$ cat src/rtl/fetch_stage.sv
// ============================================================================
// Module      : fetch_stage
// Description : Instruction fetch stage. Issues one outstanding request at a
//               time to instruction memory, forwards returned words to decode
//               with their PC, buffers one word while decode is stalled and
//               redirects on flush, dropping any word fetched before it.
// Revision    : 1.0 - initial release
// ============================================================================
`default_nettype none

module fetch_stage #(
    parameter int                  PC_WIDTH = 32,
    parameter int                  IWIDTH   = 32,
    parameter logic [PC_WIDTH-1:0] RESET_PC = '0
) (
    input  logic                fs_clk,
    input  logic                fs_rst,
    output logic                fs_o_imem_req,
    output logic [PC_WIDTH-1:0] fs_o_imem_addr,
    input  logic                fs_i_imem_ack,
    input  logic [IWIDTH-1:0]   fs_i_imem_data,
    output logic [IWIDTH-1:0]   fs_o_instr,
    output logic [PC_WIDTH-1:0] fs_o_pc,
    output logic                fs_o_ce,
    input  logic                fs_i_stall,
    input  logic                fs_i_flush,
    input  logic [PC_WIDTH-1:0] fs_i_new_pc
);

    localparam logic [PC_WIDTH-1:0] c_PC_STEP    = PC_WIDTH'(4);
    localparam logic [PC_WIDTH-1:0] c_ALIGN_MASK = ~(PC_WIDTH'(3));

    typedef enum logic [1:0] {
        S_IDLE    = 2'd0,   // first cycle after reset release
        S_REQ     = 2'd1,   // request outstanding
        S_HOLD    = 2'd2,   // returned word parked while decode stalls
        S_DISCARD = 2'd3    // waiting out the ack of a flushed request
    } state_t;

    state_t                state_q;
    logic                  req_q;
    logic [PC_WIDTH-1:0]   addr_q;
    logic [IWIDTH-1:0]     instr_q;
    logic [PC_WIDTH-1:0]   pc_q;
    logic                  ce_q;
    logic [IWIDTH-1:0]     buf_data_q;
    logic [PC_WIDTH-1:0]   buf_addr_q;
    // Next fetch address when no request is in flight: RESET_PC out of reset,
    // the redirect target while a flushed request drains.
    logic [PC_WIDTH-1:0]   next_pc_q;

    // Redirect target, always word aligned.
    logic [PC_WIDTH-1:0]   w_flush_pc;
    assign w_flush_pc = fs_i_new_pc & c_ALIGN_MASK;

    // Fetch control FSM; every output is registered here.
    always_ff @(posedge fs_clk) begin
        if (!fs_rst) begin
            state_q    <= S_IDLE;
            next_pc_q  <= RESET_PC;
            req_q      <= 1'b0;
            addr_q     <= '0;
            instr_q    <= '0;
            pc_q       <= '0;
            ce_q       <= 1'b0;
            buf_data_q <= '0;
            buf_addr_q <= '0;
        end else begin
            case (state_q)
                S_IDLE: begin
                    // Any ack seen here belongs to a request abandoned by reset.
                    ce_q    <= 1'b0;
                    req_q   <= 1'b1;
                    addr_q  <= fs_i_flush ? w_flush_pc : next_pc_q;
                    state_q <= S_REQ;
                end

                S_REQ: begin
                    if (fs_i_flush) begin
                        ce_q <= 1'b0;
                        if (fs_i_imem_ack) begin
                            // Returning word is dropped, restart at target.
                            addr_q  <= w_flush_pc;
                            state_q <= S_REQ;
                        end else begin
                            // Request must stay stable until acked; remember target.
                            next_pc_q <= w_flush_pc;
                            state_q   <= S_DISCARD;
                        end
                    end else if (fs_i_imem_ack) begin
                        if (!fs_i_stall) begin
                            instr_q <= fs_i_imem_data;
                            pc_q    <= addr_q;
                            ce_q    <= 1'b1;
                            addr_q  <= addr_q + c_PC_STEP;
                        end else begin
                            // Decode busy: park the word, stop fetching.
                            buf_data_q <= fs_i_imem_data;
                            buf_addr_q <= addr_q;
                            req_q      <= 1'b0;
                            state_q    <= S_HOLD;
                        end
                    end else if (!fs_i_stall) begin
                        ce_q <= 1'b0;
                    end
                end

                S_HOLD: begin
                    if (fs_i_flush) begin
                        ce_q    <= 1'b0;
                        req_q   <= 1'b1;
                        addr_q  <= w_flush_pc;
                        state_q <= S_REQ;
                    end else if (!fs_i_stall) begin
                        instr_q <= buf_data_q;
                        pc_q    <= buf_addr_q;
                        ce_q    <= 1'b1;
                        req_q   <= 1'b1;
                        addr_q  <= buf_addr_q + c_PC_STEP;
                        state_q <= S_REQ;
                    end
                end

                S_DISCARD: begin
                    ce_q <= 1'b0;
                    if (fs_i_imem_ack) begin
                        addr_q  <= fs_i_flush ? w_flush_pc : next_pc_q;
                        state_q <= S_REQ;
                    end else if (fs_i_flush) begin
                        next_pc_q <= w_flush_pc;
                    end
                end

                default: begin
                    req_q   <= 1'b0;
                    ce_q    <= 1'b0;
                    state_q <= S_IDLE;
                end
            endcase
        end
    end

    assign fs_o_imem_req  = req_q;
    assign fs_o_imem_addr = addr_q;
    assign fs_o_instr     = instr_q;
    assign fs_o_pc        = pc_q;
    assign fs_o_ce        = ce_q;

endmodule

`default_nettype wire

$ cat config.mk
export PLATFORM = sky130hd
export DESIGN_NAME = fetch_stage
export DESIGN_NICKNAME = d
export VERILOG_FILES = /design/src/rtl/fetch_stage.sv
export SDC_FILE = /design/constraint.sdc
export NUM_CORES = 1
export LEC_CHECK = 0
export BUFFER_PORTS_ARGS = -buffer_cell sky130_fd_sc_hd__buf_2
export CORE_ASPECT_RATIO = 0.75
export CORE_UTILIZATION = 25
export CTS_CLUSTER_DIAMETER = 120
export DETAILED_ROUTE_END_ITERATION = 16
export PLACE_DENSITY_LB_ADDON = 0.08
export REMOVE_ABC_BUFFERS = 1
export SETUP_SLACK_MARGIN = 0.1
export SLEW_MARGIN = 20
export SYNTH_ARGS = -nofsm -noshare
export SYNTH_HDL_FRONTEND = slang
export SYNTH_SLANG_ARGS = --single-unit
$ cat constraint.sdc
create_clock -name fs_clk -period 4.3 [get_ports fs_clk]
set_clock_uncertainty 0.15 [all_clocks]
set_input_delay 0.645 -clock fs_clk [delete_from_list [all_inputs] [get_ports fs_clk]]
set_output_delay 0.645 -clock fs_clk [all_outputs]
set_load 0.02 [all_outputs]
# Word level (Yosys, flattened, before mapping)
# Cells that the tools add are included.
[totals]
romBits = 0
latchBits = 0
mem_count = 0
out_inout_bits = 98
register_bits = 196
ram_bits = 0
in_bits = 69
[classes]
n_addsub = 2
div = 0
bitwise_logic = 1
magnitude_cmp = 0
n_reduce_logical = 11
eq_ne = 18
n_mux = 45
shifts = 0
n_mul = 0
[ops]
columns = ["operator", "n"]
rows = [
  ["32-bit 2-to-1 mux", 21],
  ["32-bit case mux with 2 select lines", 3],
  ["32-bit case mux with 4 select lines", 1],
  ["32-bit by 3-bit adder with 32-bit output, second input constant", 2],
  ["2-bit != test, second input constant", 10],
  ["4-bit AND reduction", 4],
  ["2-bit 2-to-1 mux", 7],
  ["3-bit != test, second input constant", 4],
  ["1-bit 2-to-1 mux", 10],
  ["2-bit case mux with 4 select lines", 1],
  ["1-bit case mux with 3 select lines", 2],
  ["6-bit AND reduction", 1],
  ["5-bit AND reduction", 1],
  ["2-bit == test, second input constant", 2],
  ["4-bit != test, second input constant", 1],
  ["2-bit nonzero test", 2],
  ["3-bit nonzero test", 1],
  ["2-bit by 1-bit == test with 1-bit output, second input constant", 1],
  ["2-bit zero test", 1],
  ["2-bit OR reduction", 1],
  ["1-bit NOT", 1],
]

# Logic depth before layout (Yosys ltp)
[depth]
word_depth = 5
ltp_mapped = 10
mapped_depth_nobuf = 8

# Worst setup path before layout
# No wires, ideal clock.
[synth_timing]
path_kind = "input port to flip-flop"
start = "in fs_i_imem_ack"
end = "reg addr_q[9], in the netlist fs_o_imem_addr[9]"
setup_slack_ps = 2053
t_arrival_ps = 2022
stages = 7
setup_time_ps = 75
cell_sequence = "clkbuf_1 > o21ba_2 > a211o_1 > buf_2 > a221oi_1 > a31oi_1 > o22ai_1"
[synth_via]
elab_chain_len = 2
word_cells_on_any_way = 3
classes_between = "eq/ne (2); reduce/logical (1)"
[synth_rtl]
columns = ["item", "line_no", "source"]
rows = [
  ["from (decl)", "20", "input logic fs_i_imem_ack,"],
  ["2-bit != test (no line)", "n/a", ""],
  ["4-bit AND reduction (no line) (*)", "n/a", ""],
  ["to (signal assigned)", "74", "addr_q <= fs_i_flush ? w_flush_pc : next_pc_q;"],
  ["to (signal assigned)", "83", "addr_q <= w_flush_pc;"],
  ["to (signal assigned)", "95", "addr_q <= addr_q + c_PC_STEP;"],
  ["to (decl)", "42", "logic [PC_WIDTH-1:0] addr_q;"],
]
# Mark *: on every way between the ends. The rest lies on a longest branch, timed or not.
# A chain may end at the register's enable or synchronous reset.

# Worst setup path in the final report
[layout_timing]
start = "reg state_q[1]"
end = "reg addr_q[8], in the netlist fs_o_imem_addr[8]"
[layout_via]
elab_chain_len = 3
word_cells_on_any_way = 10
classes_between = "eq/ne (7); mux (1); reduce/logical (2)"
[layout_rtl]
columns = ["item", "line_no", "source"]
rows = [
  ["from (decl)", "40", "state_t state_q;"],
  ["from (signal assigned)", "59", "state_q <= S_IDLE;"],
  ["from (signal assigned)", "75", "state_q <= S_REQ;"],
  ["from (signal assigned)", "84", "state_q <= S_REQ;"],
  ["2-bit by 1-bit == test with 1-bit output or 2-bit == test (tied branches)", "69", "case (state_q)"],
  ["3-bit != test (no line) or 2-bit != test (tied branches)", "n/a", ""],
  ["4-bit AND reduction (no line)", "n/a", ""],
]
# Several ways; a longest one is shown, not always the timed one.

==> results by group <==
Status
  – Status: finished clean

STA
  – Max-slew headroom: 0.382
  – Final period utilization: 0.663
  – RSZ-0062 raised after global routing: false
  – Final setup vio count: 0
  – Slew Limit Fails: 0
  – Min Tclk post-route: between 2 and 3 ns
  – Final Hold Vio Count: 0
  – Fin worst setup slack: 1.45 ns
  – Fmax: 351 MHz
  – Worst-margin pin slew: 0.927 ns

Yosys
  – Yosys Warn Count: 0
  – Largest cells by area after synthesis: dfxtp_1 41%, nand2_1 10%, mux2i_1 6.3%
  – Post-synth ARST share: 0
  – Share of Yosys cell area claimed by the top area cell type: 0.405
  – Yosys cell types: 64
  – Area leader, netlist: dfxtp_1
  – Sequential area share after synthesis: 0.405
  – Avg Cell Area, Syn: 7.76 µm²
  – Post-synthesis cell count: 1248
  – Yosys reg bits: 196
  – Number of synthesized flops with an enable pin: 0
  – Primary FF master, synth: dfxtp_1
  – Synthesized area: approximately 9700 µm²

Layout
  – Final core occ: 0.302
  – Commonest non-fill, non-tap cell in the layout: nand2_1
  – Design area: 11600 µm²
  – # fillers: 4182
  – Ant. Diodes: 0
  – Area grow syn2layout: 19.4%
  – Final non-filler cell total: roughly 1900
  – Proportion of layout cells with a drive suffix above 1: 0.172
  – Commonest cells after routing, fill and taps aside: 268 x nand2_1, 196 x dfxtp_1, 164 x buf_2, 121 x a21oi_1, 114 x nor2_1
  – Final nets: 1419

Setup path
  – CP Launch Type: flop
  – CP Capture Type: flop
  – Setup CP Type: flop to flop
  – WP data required: 4.55 ns
  – Worst path arrival time: 3.10 ns
  – CP max FO: 13

Floorplan
  – Row cnt: 62
  – Die area: 39500 µm²
  – Die Width: 229 µm
  – Initial cell density of the core: 0.253
  – Io pins: 167
  – CORE AREA: 38200 µm²
  – Die H: 172 µm

Power and ir drop
  – P_leak: 4.11 nW
  – Int Power: 3.16 mW
  – Total chip power: 4.60 mW
  – Net switching power: 1.44 mW
  – Comb power frac: 0.177
  – Clock power frac: 0.379
  – Switching share of total power: 0.313
  – Max VDD drop: 237 µV
  – Register share of total power: 0.444
  – PwrDens: 397 nW/µm²

Clock tree
  – CTS resizes: 0
  – Root buf cell: clkbuf_16
  – Max Root-Sink Buffers: 2
  – Clock Sinks: 196
  – CTS tree: done
  – CTS buffer count: 17
  – Clock latency on the worst-skew pair: 0.45 ns
  – Post CTS Setup Buffer Count: 0
  – Reg clk slew, reported paths: 0.08 ns
  – H-Tree Depth: 4
  – Post-CTS Hold Buffers: 0

Place
  – RePlAce Congestion: 0.837
  – Pre-CTS WS: 1.21 ns
  – Area after DPL: 10900 µm²
  – Half-perimeter wire length after placement: 22500 µm
  – Placed Cells: 1838
  – Port Buffers: ~160

Drt
  – DRC: 0
  – DR vias/cell: 4.85
  – Routed wire per std cell: 18.5 µm
  – Final WL: 34600 µm
  – Routed vias: about 9100
  – DRT antenna net count: 0
  – Drt initial violations: just under 600
  – DR pass1 iterations: 6

Global route
  – GRT Resource Usage Total: 0.174
  – Global-route wire length before repair: around 52000 µm
  – Largest net degree at the start of global routing: 145
  – GRT overflow: 0
  – Initial antenna violation count: 0
  – Vias in the first global route: approximately 8300

Worst hold path
  – Worst min path class: input port to flop

Job
  – Max Cap Viol: 0
sequential cells by signal (all words and copies together) (netlist names):
name / count
buf_addr_q: 32
fs_o_pc: 32
fs_o_imem_req: 1
next_pc_q: 32
fs_o_ce: 1
buf_data_q: 32
fs_o_instr: 32
state_q: 2
fs_o_imem_addr: 32
worst max-delay path, cell delays in order (launching register included):
cell	delay [ns]
dfxtp_1	0.41
inv_1	0.08
ha_1	0.34
or2_1	0.41
a211o_1	0.57
a221oi_1	0.44
o211ai_1	0.16
nand2_1	0.10
a22o_1	0.13
power groups by stage:
stage / Combinational [mW] / Clock [mW] / Sequential, mW
floorplan: 0.435 / 0 / 2.12
global placement: 0.827 / 0 / 2.08
detailed placement: 0.827 / 0 / 2.08
CTS: 0.830 / 1.82 / 2.04
global route: 0.897 / 1.89 / 2.06
finish: 0.814 / 1.74 / 2.04
metrics by stage:
| stage | hold slack, ns | setup TNS (ns) |
|---|---|---|
| final | 0.288 | 0 |
| after global routing | 0.258 | 0 |
| after CTS | 0.260 | 0 |
| after detailed placement | 0.296 | 0 |
| after global placement | 0.290 | 0 |
| after floorplan | 0.283 | -409.21 |
final timing paths:
path	start	cells past startpoint	endpoint	slack [ns]
max	state_q[1]	8	fs_o_imem_addr[8]	1.45
min	fs_i_imem_data[1]	3	buf_data_q[1]	0.29
max reg2reg	state_q[1]	8	fs_o_imem_addr[8]	1.45
min reg2reg	buf_data_q[28]	2	buf_data_q[28]	0.30
cell families after synthesis:
group                    synth area share
multiplexers                       0.0689
adder cells (fa/ha/maj)           0.00646
buffers and inverters              0.0486
AND/OR/NAND/NOR                     0.227
AO/OA/AOI/OAI                       0.208
XOR/XNOR                           0.0362
flip-flops                          0.405
layer usage:
metal | share of wire | up-vias | GRT usage
met2 | 0.44 | 175 | 0.265
met3 | 0.045 | 7 | 0.0388
met5 | 0 | - | 0
li1 | - | 4586 | -
met1 | 0.51 | 4302 | 0.254
met4 | 0.0039 | 0 | 0.0252
Yosys cell counts, drive strengths merged, types with 3 or more instances:
master and instances:
nand3 44, dfxtp 196, clkbuf 75, nor2 114
nor4 4, inv 19, o31ai 9, o311ai 3
a31oi 10, a22oi 4, o21ai 33, or3 4
xor2 11, nand4 17, a21oi 122, xnor2 29
mux2 5, a221oi 7, a211oi 67, ha 5
a311oi 4, and3 17, buf 27, nor3 15
and4 7, o22ai 15, a2bb2oi 6, nand2b 5
mux2i 61, o211ai 14, nand2 268
area by class of cell:
| type | count | area [µm²] | area share |
|---|---|---|---|
| clock inverter | 10 | 146 | 0.0127 |
| timing repair buffer | 180 | 978 | 0.0846 |
| sequential | 196 | 3920 | 0.339 |
| tap | 512 | 641 | 0.0554 |
| multi-input combinational | 931 | 5330 | 0.461 |
| inverter | 19 | 76.3 | 0.00660 |
| clock buffer | 21 | 470 | 0.0407 |
(Power assumes the default switching activity.)
